[config.mk]
export PLATFORM = sky130hd
export DESIGN_NAME = cnt_sched
export DESIGN_NICKNAME = d
export VERILOG_FILES = /design/src/rtl/cnt_sched.sv
export SDC_FILE = /design/constraint.sdc
export NUM_CORES = 1
export LEC_CHECK = 0
export BUFFER_PORTS_ARGS = -buffer_cell sky130_fd_sc_hd__buf_4
export CORE_MARGIN = 8
export CORE_UTILIZATION = 45
export DETAILED_ROUTE_END_ITERATION = 12
export GPL_ROUTABILITY_DRIVEN = 0
export PLACE_DENSITY = 0.78
export RECOVER_POWER = 100
export SLEW_MARGIN = 20
export SYNTH_ARGS = -nofsm -noshare
export SYNTH_HDL_FRONTEND = slang
export SYNTH_SLANG_ARGS = --single-unit
[constraint.sdc]
create_clock -name clk -period 1.7 [get_ports clk]
set_input_delay 0.085 -clock clk [delete_from_list [all_inputs] [get_ports clk]]
set_output_delay 0.085 -clock clk [all_outputs]
set_load 0.02 [all_outputs]
[src/rtl/cnt_sched.sv]
// Round-robin scheduler sharing one counter/scaler datapath among NUM_REQ requesters.
// Optional golden-model check of each captured result: define CNT_SCHED_CHECK_EN.
module cnt_sched #(
    parameter int NUM_REQ    = 4,
    parameter int ID_W       = 2,
    parameter int SETTLE_CYC = 2
) (
    input  logic                 clk,
    input  logic                 reset,
    input  logic [NUM_REQ-1:0]   req_valid,
    input  logic [8*NUM_REQ-1:0] req_len,
    output logic [NUM_REQ-1:0]   req_ready,
    output logic                 dp_reset,
    output logic                 dp_in,
    input  logic [7:0]           dp_out,
    output logic                 resp_valid,
    input  logic                 resp_ready,
    output logic [ID_W-1:0]      resp_id,
    output logic [7:0]           resp_data,
    output logic                 resp_err,
    output logic                 busy
);

    localparam int SW = $clog2(SETTLE_CYC + 1);

    typedef enum logic [2:0] {IDLE, CLR, RUN, SETTLE, RESP} state_t;

    state_t          state_q, state_d;
    logic [ID_W-1:0] rr_q, rr_d;
    logic [ID_W-1:0] id_q, id_d;
    logic [7:0]      len_q, len_d;
    logic [7:0]      rem_q, rem_d;
    logic [SW-1:0]   set_q, set_d;
    logic [7:0]      data_q, data_d;

    logic            gnt_found;
    logic [ID_W-1:0] gnt_idx;
    logic [ID_W-1:0] scan_idx;
    logic            capture;

    // First requesting index at or after rr_q, wrapping at NUM_REQ.
    always_comb begin
        gnt_found = 1'b0;
        gnt_idx   = '0;
        scan_idx  = '0;
        for (int k = 0; k < NUM_REQ; k++) begin
            scan_idx = ID_W'((int'(rr_q) + k) % NUM_REQ);
            if (!gnt_found && req_valid[scan_idx]) begin
                gnt_found = 1'b1;
                gnt_idx   = scan_idx;
            end
        end
    end

    assign capture = (state_q == SETTLE) && (set_q == '0);

    always_comb begin
        state_d   = state_q;
        rr_d      = rr_q;
        id_d      = id_q;
        len_d     = len_q;
        rem_d     = rem_q;
        set_d     = set_q;
        data_d    = data_q;
        req_ready = '0;
        case (state_q)
            IDLE: begin
                if (reset && gnt_found) begin
                    req_ready[gnt_idx] = 1'b1;
                    len_d   = req_len[{gnt_idx, 3'b000} +: 8];
                    id_d    = gnt_idx;
                    rr_d    = (int'(gnt_idx) + 1 == NUM_REQ) ? '0 : gnt_idx + 1'b1;
                    state_d = CLR;
                end
            end
            CLR: begin
                rem_d   = len_q;
                set_d   = SW'(SETTLE_CYC - 1);
                state_d = (len_q != 8'd0) ? RUN : SETTLE;
            end
            RUN: begin
                if (rem_q == 8'd1) begin
                    set_d   = SW'(SETTLE_CYC - 1);
                    state_d = SETTLE;
                end else begin
                    rem_d = rem_q - 8'd1;
                end
            end
            SETTLE: begin
                if (capture) begin
                    data_d  = dp_out;
                    state_d = RESP;
                end else begin
                    set_d = set_q - 1'b1;
                end
            end
            RESP: begin
                if (resp_ready) state_d = IDLE;
            end
            default: state_d = IDLE;
        endcase
    end

    always_ff @(posedge clk) begin
        if (!reset) begin
            state_q <= IDLE;
            rr_q    <= '0;
            id_q    <= '0;
            len_q   <= '0;
            rem_q   <= '0;
            set_q   <= '0;
            data_q  <= '0;
        end else begin
            state_q <= state_d;
            rr_q    <= rr_d;
            id_q    <= id_d;
            len_q   <= len_d;
            rem_q   <= rem_d;
            set_q   <= set_d;
            data_q  <= data_d;
        end
    end

`ifdef CNT_SCHED_CHECK_EN
    logic [15:0] sq;
    logic [7:0]  exp_val;
    logic        err_q, err_d;

    always_comb begin
        sq = 16'(len_q) * 16'(len_q);
        if (len_q < 8'd4)        exp_val = 8'd0;
        else if (len_q <= 8'd16) exp_val = sq[7:0];
        else                     exp_val = len_q >> 1;
        err_d = err_q;
        if (capture) err_d = (dp_out != exp_val);
    end

    always_ff @(posedge clk) begin
        if (!reset) begin
            err_q <= 1'b0;
        end else begin
            err_q <= err_d;
            if (capture && (dp_out != exp_val))
                $display("CNT_SCHED mismatch id=%0d exp=%0h got=%0h", id_q, exp_val, dp_out);
        end
    end

    assign resp_err = err_q;
`else
    assign resp_err = 1'b0;
`endif

    // Clear is forced while reset is low so the datapath never holds a stale count.
    assign dp_reset   = !reset || (state_q == CLR);
    assign dp_in      = !(reset && (state_q == RUN));
    assign resp_valid = (state_q == RESP);
    assign resp_id    = id_q;
    assign resp_data  = data_q;
    assign busy       = (state_q != IDLE);

endmodule

==> results.md <==
| Result | Value | Unit |
| --- | --- | --- |
| DR DRC count | 0 | - |
| Synthesized flop and latch total | 33 | - |
| Power, Total | 4.60 | mW |
| Unrepaired setup endpoints after global routing | true | - |
| Sequential cell area fraction in the yosys report | 34.3 | % |
| Routed wire length | 6.13 | mm |
| Layout overhead on the synthesized area | 49.9 | % |
| Root buf cell | sky130_fd_sc_hd__clkbuf_8 | - |
| Ys async rst share | 0 | % |
| Top flip-flop cell by instance count after synthesis | sky130_fd_sc_hd__dfxtp_1 | - |
| Via count of the first global-routing pass | 1986 | - |
| Worst-case clock buffer depth | 2 | - |
| Number of enable flip-flop cells after synthesis | 0 | - |
| Hold buffer count at CTS | 0 | - |
| Antenna diode count | 0 | - |
| Syn_nets | 290 | - |
| Iter 0 DRT Violations | 172 | - |
| # clock sinks | 33 | - |
| Share of the synthesized area in the top cell type | 34.3 | % |
| Worst skew pair latency | 290 | ps |
| Max-slew headroom | 50.6 | % |
| Starting density of the core | 45.5 | % |
| Final critical-path required period | 1780 | ps |
| Total Neg Setup Slack | -123 | ps |
| Type of the setup path with the least slack | flop to flop | - |
| Type of destination of the critical path | flop | - |
| Finish-stage setup viols | 2 | - |
| Worst-margin pin slew | 740 | ps |
| Most common library cell in the layout ignoring fill and taps | sky130_fd_sc_hd__buf_4 | - |
| Post-DP HPWL | 4.11 | mm |
| Wire length per cell | 16.1 | µm |
| Total clock buffers created by CTS | 5 | - |
| Final max-slew violation count | 0 | - |
| Maxcap violations | 0 | - |
| Chip width | 81.5 | µm |
| Number of distinct standard cells referenced by the synthesized netlist | 49 | - |
| Total vias in the final route | 2144 | - |
| Nets | 378 | - |
| GRT Overall Usage | 17.4 | % |
| Combined flip-flop and latch cell area | 669 | µm² |
| Die area | 6630 | µm² |
| Share of the clock period used by the worst path after layout | 104 | % |
| Dominant cell type by area after synthesis | sky130_fd_sc_hd__dfxtp_1 | - |
| Placement row count | 24 | - |
| Grt total ovfl | 0 | - |
| IO Count | 66 | - |
| Post-synthesis instance area | 1930 | µm² |
| Highest-count cells in the layout ignoring fill and taps | 80 x sky130_fd_sc_hd__buf_4, 30 x sky130_fd_sc_hd__nand2_1, 28 x sky130_fd_sc_hd__dfxtp_1, 21 x sky130_fd_sc_hd__a21oi_1 | - |
| Share of final-layout standard cells stronger than drive strength 1 | 38.7 | % |
| Count of input and output buffers | 64 | - |
| Core Area | 4230 | µm² |
| Setup ws final | -75.7 | ps |
| Worst-path maximum fanout | 4 | - |
| Cells taking the most area after synthesis | sky130_fd_sc_hd__dfxtp_1 34%, sky130_fd_sc_hd__mux2i_1 8.3%, sky130_fd_sc_hd__a21oi_1 6.5%, sky130_fd_sc_hd__nand2_1 5.8%, sky130_fd_sc_hd__o221ai_1 3.6% | - |
| Area of the multi-input gates | 1260 | µm² |
| Fmax achieved | 563 | MHz |
| Clock-pin slew on the worst setup and hold paths | 70 | ps |
| Gate count after technology mapping | 239 | - |
| Number of antenna violations at the first check in global routing | 0 | - |
| Number of H-tree levels | 2 | - |
| Area of all placed cells without fillers | 2890 | µm² |
| YS warnings | 0 | - |
| Data arrival, critical path | 1990 | ps |
| Post-route clock skew | 3.85 | ps |
| Required time at the endpoint of the critical path | 1910 | ps |
| Total power divided by cell area | 1590 | nW/µm² |
| Fill count | 335 | - |
| Failing checks | setup timing | - |
| Wire length of the first global-routing pass | 9.20 | mm |
| Result of the run | finished, violations left | - |
| Mean post-synth cell area | 8.07 | µm² |
| Hold violation count in the final report | 0 | - |
| Height of the die | 81.5 | µm |
| Kind of launch point of the worst setup path | flop | - |
| Peak supply drop | 796 | µV |
| Routed via count divided by cell count | 5.64 | - |
| Worst min-delay path class | input pin to flop | - |
| Total placed instance area | 2520 | µm² |
| Maximum number of pins on one net before global-route repair | 22 | - |
| TritonCTS clock tree | done | - |
| Leakage dissipation | 1.22 | nW |
| Routed Antenna Nets | 0 | - |
| Number of search-and-repair iterations in the first detailed-routing pass | 4 | - |
worst max-delay path, stage by stage (launching register included):
cell                      delay, ps
sky130_fd_sc_hd__dfxtp_2        320
sky130_fd_sc_hd__inv_2           70
sky130_fd_sc_hd__ha_4           110
sky130_fd_sc_hd__nor4b_4        320
sky130_fd_sc_hd__a32oi_2        190
sky130_fd_sc_hd__or4_4          540
sky130_fd_sc_hd__a21oi_2        150
kinds of logic after synthesis:
kind of cell | share of synthesized area (%)
muxes | 8.89
DFF | 34.3
other | 0.194
AOI/OAI and AO/OA | 23.5
buffers and inverters | 6.88
adders and majority gates | 2.60
and+or+nand+nor | 23.7
cells in the mapped netlist (3+ instances only):
master / count
sky130_fd_sc_hd__buf_2: 6
sky130_fd_sc_hd__dfxtp_1: 33
sky130_fd_sc_hd__nand2_1: 30
sky130_fd_sc_hd__nor3_1: 5
sky130_fd_sc_hd__o31ai_1: 4
sky130_fd_sc_hd__a21oi_1: 25
sky130_fd_sc_hd__o211ai_1: 4
sky130_fd_sc_hd__ha_1: 4
sky130_fd_sc_hd__nor2_1: 16
sky130_fd_sc_hd__and2_1: 3
sky130_fd_sc_hd__nor4_1: 4
sky130_fd_sc_hd__nand2b_1: 4
sky130_fd_sc_hd__nor3b_1: 3
sky130_fd_sc_hd__nand3_1: 12
sky130_fd_sc_hd__o21ai_0: 8
sky130_fd_sc_hd__clkbuf_1: 5
sky130_fd_sc_hd__o221ai_1: 8
sky130_fd_sc_hd__mux2i_1: 16
sky130_fd_sc_hd__inv_1: 13
worst paths after layout:
check	start	slack (ps)	endpoint	cells past startpoint
worst max-delay path	rem_q[1]$_SDFFE_PN0P_	-80	set_q[1]$_SDFFE_PN0P_	6
worst min-delay path	dp_out[5]	40	resp_data[5]$_SDFFE_PN0P_	3
worst max register to register	rem_q[1]$_SDFFE_PN0P_	-80	set_q[1]$_SDFFE_PN0P_	6
worst min register to register	resp_data[5]$_SDFFE_PN0P_	450	resp_data[5]$_SDFFE_PN0P_	2
what timing repair did:
action | CTS | global route
pin swaps | 5 | 12
resized for setup | 12 | 27
cloned | 0 | 1
setup buffers | 5 | 12
setup endpoints to repair | 5 | 16
cell type report:
cell class | count | share of cell area (%)
clock buffers | 7 | 3.33
clock inverters | 1 | 0.173
inverters | 13 | 1.69
multi-input cells | 177 | 43.7
flip-flops and latches | 33 | 23.2
well taps | 52 | 2.25
repair buffers | 97 | 25.7
power by group:
| part | switching, mW | internal (mW) | leakage (nW) |
|---|---|---|---|
| Combinational | 1.39 | 1.31 | 0.897 |
| Sequential | 0.244 | 1.01 | 0.272 |
| Clock | 0.287 | 0.366 | 0.0542 |
sequential cells by signal, indices dropped and copies added (netlist names):
| name | count |
|---|---|
| len_q | 8 |
| rem_q | 8 |
| resp_data | 8 |
| state_q | 3 |
| resp_id | 2 |
| rr_q | 2 |
| set_q | 2 |
routing by layer:
layer	GRT usage, %	part of all wire (%)	up-vias
met3	5.25	6.4	15
met4	8.39	2.7	0
met1	20.5	40	1005
li1	-	-	1037
met5	0	0	-
met2	28.2	50	87
stage by stage:
step / hold WS, ps / std cells / util [%] / worst slack, ps
6_report: 41.5 / 380 / 68.3 / -75.7
5_1_grt: 38.1 / 380 / 68.3 / -151
4_1_cts: 36.4 / 367 / 64.0 / -7.28
3_5_place_dp: 344 / 354 / 59.6 / 1.70
3_3_place_gp: 333 / 354 / 59.6 / 55.6
2_1_floorplan: 221 / 239 / - / 82.0
Note: power is estimated with default switching activity, not from simulation.
